$ cat src/rtl/led_fade_driver_if.sv
// LED fade driver bus.
// Groups the pattern input, the enable, the PWM pin drive and the busy flag.
//   lights  : target pattern, 1 = LED on (master -> slave)
//   enable  : 0 blanks the pins and freezes ramping (master -> slave)
//   led_out : PWM pin drive (slave -> master)
//   busy    : some LED is still fading (slave -> master)
interface led_fade_driver_if #(
  parameter int NLED = 16
);
  logic [NLED-1:0] lights;
  logic            enable;
  logic [NLED-1:0] led_out;
  logic            busy;

  modport master (output lights, output enable, input led_out, input busy);
  modport slave  (input lights, input enable, output led_out, output busy);
endinterface

$ cat src/rtl/led_fade_driver.sv
// led_fade_driver
// Ramps a per-LED brightness level toward the on/off target taken from the
// LED pattern register, and drives each pin with PWM at that level, so that
// pattern rewrites appear as smooth fades.
//
// Ports:
//   clock   : system clock, all logic on posedge
//   reset_n : synchronous active-low reset
//   bus     : led_fade_driver_if.slave (lights, enable, led_out, busy)
//
// Build option: define LED_GAMMA_EN to map level to duty through a square
// law (duty = level*level >> PWM_BITS, full level still fully on). Without
// it, duty equals level.
module led_fade_driver #(
  parameter int NLED     = 16,
  parameter int PWM_BITS = 4,
  parameter int RAMP_DIV = 4
) (
  input  logic              clock,
  input  logic              reset_n,
  led_fade_driver_if.slave  bus
);

  localparam logic [PWM_BITS-1:0] LMAX = '1;
  // Keep the prescaler at least one bit wide so RAMP_DIV=1 stays legal.
  localparam int PRE_W = (RAMP_DIV > 1) ? $clog2(RAMP_DIV) : 1;
  localparam logic [PRE_W-1:0] PRE_LAST = PRE_W'(RAMP_DIV - 1);

  logic [NLED-1:0]     target_reg;
  logic [PWM_BITS-1:0] pwm_cnt_reg;
  logic [PRE_W-1:0]    presc_reg;
  logic [NLED-1:0]     led_out_reg;
  logic [NLED-1:0]     led_next;
  logic [NLED-1:0]     pending;
  logic                tick;

  assign tick = bus.enable && (presc_reg == PRE_LAST);

  // Target capture, free-running PWM counter and enable-gated prescaler.
  always_ff @(posedge clock) begin
    if (!reset_n) begin
      target_reg  <= '0;
      pwm_cnt_reg <= '0;
      presc_reg   <= '0;
      led_out_reg <= '0;
    end else begin
      target_reg  <= bus.lights;
      pwm_cnt_reg <= pwm_cnt_reg + 1'b1;
      if (tick) begin
        presc_reg <= '0;
      end else if (bus.enable) begin
        presc_reg <= presc_reg + 1'b1;
      end
      led_out_reg <= led_next;
    end
  end

  genvar gi;
  generate
    for (gi = 0; gi < NLED; gi++) begin : g_led
      logic [PWM_BITS-1:0] level_reg;
      logic [PWM_BITS-1:0] duty;

      // Saturating ramp toward the captured target, one step per tick.
      always_ff @(posedge clock) begin
        if (!reset_n) begin
          level_reg <= '0;
        end else if (tick) begin
          if (target_reg[gi] && (level_reg != LMAX)) begin
            level_reg <= level_reg + 1'b1;
          end else if (!target_reg[gi] && (level_reg != '0)) begin
            level_reg <= level_reg - 1'b1;
          end
        end
      end

`ifdef LED_GAMMA_EN
      logic [2*PWM_BITS-1:0] level_sq;
      assign level_sq = {{PWM_BITS{1'b0}}, level_reg} * {{PWM_BITS{1'b0}}, level_reg};
      assign duty     = level_sq[2*PWM_BITS-1:PWM_BITS];
`else
      assign duty = level_reg;
`endif

      // Full level is forced on so it never shows the one dark PWM slot.
      assign led_next[gi] = bus.enable && ((level_reg == LMAX) || (duty > pwm_cnt_reg));
      assign pending[gi]  = target_reg[gi] ? (level_reg != LMAX) : (level_reg != '0);
    end
  endgenerate

  assign bus.led_out = led_out_reg;
  assign bus.busy    = |pending;

endmodule

$ cat src/flat_wrapper.sv
// flat-port wrapper written by rule: the top's interface ports become plain ports
module led_fade_driver_flat 
#(
  parameter int NLED     = 16,
  parameter int PWM_BITS = 4,
  parameter int RAMP_DIV = 4
)
  (clock, reset_n, bus_lights, bus_enable, bus_led_out, bus_busy);
  led_fade_driver_if #(.NLED(NLED)) bus_i ();
  input  logic clock;
  input  logic reset_n;
  input wire logic [$bits(bus_i.lights)-1:0] bus_lights;
  input wire logic [$bits(bus_i.enable)-1:0] bus_enable;
  output wire logic [$bits(bus_i.led_out)-1:0] bus_led_out;
  output wire logic [$bits(bus_i.busy)-1:0] bus_busy;
  assign bus_i.lights = bus_lights;
  assign bus_i.enable = bus_enable;
  assign bus_led_out = bus_i.led_out;
  assign bus_busy = bus_i.busy;
  led_fade_driver #(.NLED(NLED), .PWM_BITS(PWM_BITS), .RAMP_DIV(RAMP_DIV)) u_core (.clock(clock), .reset_n(reset_n), .bus(bus_i));
endmodule
$ cat config.mk
export PLATFORM = sky130hd
export DESIGN_NAME = led_fade_driver_flat
export DESIGN_NICKNAME = d
export VERILOG_FILES = /design/src/rtl/led_fade_driver_if.sv /design/src/rtl/led_fade_driver.sv /design/src/flat_wrapper.sv
export SDC_FILE = /design/constraint.sdc
export NUM_CORES = 1
export LEC_CHECK = 0
export CORE_MARGIN = 4
export CORE_UTILIZATION = 63
export CTS_BUF_LIST = sky130_fd_sc_hd__clkbuf_4 sky130_fd_sc_hd__clkbuf_8
export DETAILED_ROUTE_END_ITERATION = 8
export GPL_ROUTABILITY_DRIVEN = 1
export PLACE_DENSITY = 0.86
export SETUP_SLACK_MARGIN = 0.1
export SLEW_MARGIN = 10
export SYNTH_ARGS = -nofsm -noshare
export SYNTH_HDL_FRONTEND = slang
export SYNTH_SLANG_ARGS = --single-unit
export TNS_END_PERCENT = 20
$ cat constraint.sdc
create_clock -name clock -period 2.1 [get_ports clock]
set_input_delay 0.21 -clock clock [delete_from_list [all_inputs] [get_ports clock]]
set_output_delay 0.21 -clock clock [all_outputs]
set_load 0.02 [all_outputs]
==> impl_metrics.yaml <==
run_status:
  outcome: "complete, but fails checks"
  violations: "setup timing"
logic_synthesis:
  postSynth.topFlopCell: "sky130_fd_sc_hd__dfxtp_1"
  synth_top_cells_by_area: "sky130_fd_sc_hd__dfxtp_1, sky130_fd_sc_hd__ha_1, sky130_fd_sc_hd__mux2i_1"
  synth-edff-count: 0
  yosys_warning_total: 0
  yosys_register_bits: 102
  synth.cell_area_sq_um: 7260
  mappedNetlistNets: 892
  synth_largest_area_cell: "sky130_fd_sc_hd__dfxtp_1"
  gate_count_after_technology_mapping: 759
  synth.top_cell.area_share_pct: 28.1
  synthDistinctLibCells: 43
  ys_seq_area_share_pct: 28.1
  ys_top_cells_by_count: "sky130_fd_sc_hd__dfxtp_1, sky130_fd_sc_hd__ha_1, sky130_fd_sc_hd__nand2_1, sky130_fd_sc_hd__o21ai_0, sky130_fd_sc_hd__and2_1"
  avgSynthCellArea_sq_um: 9.56
  yosysMostFrequentCell: "sky130_fd_sc_hd__dfxtp_1"
  synth-async-reset-ratio_pct: 0
power_and_ir_drop:
  power.total_mw: 3.95
  power_density_nw_per_um2: 441
  power.leakage_nw: 3.88
  vdd_ir_drop_max_mv: 0.715
placed_design:
  numPlacedInstances: 1033
  post_dp_hpwl_um: 13700
  buffer_ports.inserted: 35
  post_dp_cell_area_sq_um: 8580
  place_ws_ns: -0.322
  gpl.final_weighted_congestion: 0.846
sta:
  timing.hold.ws_ns: 0.150
  setup-tns-final_ns: -0.170
  final_min_period_over_clock_period_pct: 108
  max_slew_violation_total_from_the_final_report: 0
  skew_ns: 0.0119
  rsz_0062_raised_after_global_routing: "yes"
  worstMarginPinSlew_ns: 0.502
  max_freq_mhz: 441
  relSlewSlack_pct: 66.5
  fin_crit_ns: 2.27
  postLayoutSetupSlackWorst_ns: -0.170
  finalHoldViolations: 0
  setup_viol: 1
drt:
  routed_via_density: 6.16
  per_cell_routed_wire_length_um: 17.5
  dr_total_vias: 6465
  detail_route.drc_violations: 0
  detail_route.wirelength_um: 18400
  firstDrtPassIters: 5
  drt_iter0_markers: 450
  postRouteAntennaNets: 0
finish:
  flow.area_growth_from_synthesis_pct: 23.4
  multi_input_comb_area_sq_um: 5240
  drive_above_1_share_pct: 21.1
  layout.cells.non_filler: 1049
  sequential_area_sq_um: 2060
  fillers: 667
  finalCoreUtilization_pct: 80.8
  diode_count: 0
  largest_register_ff_count: 64
  nets: 1037
  finalInstanceArea_sq_um: 8950
floorplanning:
  die_h_um: 115
  start_util_pct: 65.5
  width_of_the_chip_um: 115
  pin_count: 36
  fp.dieArea_sq_um: 13300
  placement_row_count: 38
  core-area_sq_um: 11100
critical_path:
  cp_data_required_time_ns: 1.89
  r2r_slack_ns: 0.15
  worst_setup_path_start: "u_core.g_led[0].duty[0]$_SDFFE_PN0P_"
  rr_startpoint: "u_core.g_led[9].duty[2]$_SDFFE_PN0P_"
  critPathArrivalTime_ns: 2.06
  crit_path_max_fanout: 2
  worst-setup-path-type: "reg2out"
  worstSetupStartpointType: "flop"
  critPathCaptureType: "output pin"
  worst-r2r-cell-count: 9
  r2r_end: "u_core.g_led[9].duty[3]$_SDFFE_PN0P_"
clock_network:
  clk_latency_ns: 0.40
  cts_buffers: 9
  cts.root.buffer_cell: "sky130_fd_sc_hd__clkbuf_8"
  cts-root-to-sink-buffers: 2
  cts.clk_slew.worst_paths_ns: 0.10
  clock_sink_count: 102
  cts.htree.levels: 3
  cts.repair_timing.setup_buffer_count: 0
  cts_tree: "done"
  cts-hold-fix-buffers: 0
min_path:
  hp-class: "in2reg"
  holdPathStages: 2
  worstHoldStart: "reset_n"
  worst_hold_path.endpoint: "u_core.g_led[12].duty[2]$_SDFFE_PN0P_"
grt:
  wire_length_of_the_first_global_routing_pass_um: 29900
  maximum_number_of_pins_on_one_net_before_global_route_repair: 76
  initial_antenna_violation_count: 0
  gr-total-overflow: 0
  global_route.usage.total_pct: 27.7
  vias_in_the_first_global_route: 6731
flow_run:
  max_cap_violation_count: 0
-- repair_timing --
| item | CTS | global route |
|---|---|---|
| pin swaps | 2 | 6 |
| cloned | 0 | 0 |
| gates resized for setup | 12 | 54 |
| setup endpoints to repair | 3 | 18 |
-- power breakdown --
part           switching (mW)  internal, mW
combinational           0.381         0.346
sequential             0.0453          1.98
clock                   0.753         0.446
-- routing by layer --
layer | up-vias | track usage (%) | part of all wire, %
met4 | 0 | 10.3 | 2.4
met2 | 187 | 51.7 | 53
met3 | 54 | 6.16 | 3.9
met1 | 3128 | 30.5 | 41
met5 | - | 0 | 0
li1 | 3096 | - | -
-- cell type report --
cell class,instances,area share [%]
Clock buffer,9,1.38
Clock inverter,7,0.615
Inverter,25,1.05
Multi-Input combinational cell,619,58.6
Sequential cell,102,23.0
Tap cell,140,1.96
Timing Repair Buffer,147,13.4
-- worst max path at each step --
stage                                                       to  slack, ns  cells past startpoint
after floorplan           u_core.g_led[9].duty[3]$_SDFFE_PN0P_       0.16                      8
after global routing                                  bus_busy      -0.33                      6
after detailed placement                              bus_busy      -0.32                      6
after CTS                                             bus_busy      -0.19                      6
after global placement                                bus_busy      -0.27                      6
final                                                 bus_busy      -0.17                      6
-- cell families after synthesis --
group           count (synthesis)  synth area share [%]
compound gates                168                  18.9
xor+xnor                       35                  4.22
fa+ha+maj                     114                  21.3
mux                            33                  4.55
buf+inv                        38                  2.02
flops                         102                  28.1
simple gates                  269                  20.9
-- worst max-delay path, stage by stage, from the launching register on --
cell	delay [ns]
sky130_fd_sc_hd__dfxtp_1	0.32
sky130_fd_sc_hd__or4_4	0.53
sky130_fd_sc_hd__o22a_1	0.20
sky130_fd_sc_hd__nor4_2	0.17
sky130_fd_sc_hd__buf_4	0.16
sky130_fd_sc_hd__nand4_1	0.11
sky130_fd_sc_hd__buf_6	0.18
-- cells in the final DEF (no fill, tap or decap), types with 15 or more instances in the layout --
master	instances
sky130_fd_sc_hd__a21o_1	16
sky130_fd_sc_hd__a21oi_1	27
sky130_fd_sc_hd__a22oi_1	16
sky130_fd_sc_hd__and2_1	37
sky130_fd_sc_hd__and4_1	15
sky130_fd_sc_hd__buf_4	110
sky130_fd_sc_hd__clkdlybuf4s50_1	33
sky130_fd_sc_hd__dfxtp_1	89
sky130_fd_sc_hd__fa_1	16
sky130_fd_sc_hd__ha_1	92
sky130_fd_sc_hd__inv_1	25
sky130_fd_sc_hd__mux2i_1	33
sky130_fd_sc_hd__nand2_1	40
sky130_fd_sc_hd__nand2b_1	15
sky130_fd_sc_hd__nand3_1	19
sky130_fd_sc_hd__nand4_1	32
sky130_fd_sc_hd__nor2_1	31
sky130_fd_sc_hd__nor2b_1	36
sky130_fd_sc_hd__o211a_1	17
sky130_fd_sc_hd__o21ai_0	33
sky130_fd_sc_hd__xnor2_1	32
Power figures use the tool's default switching activity.
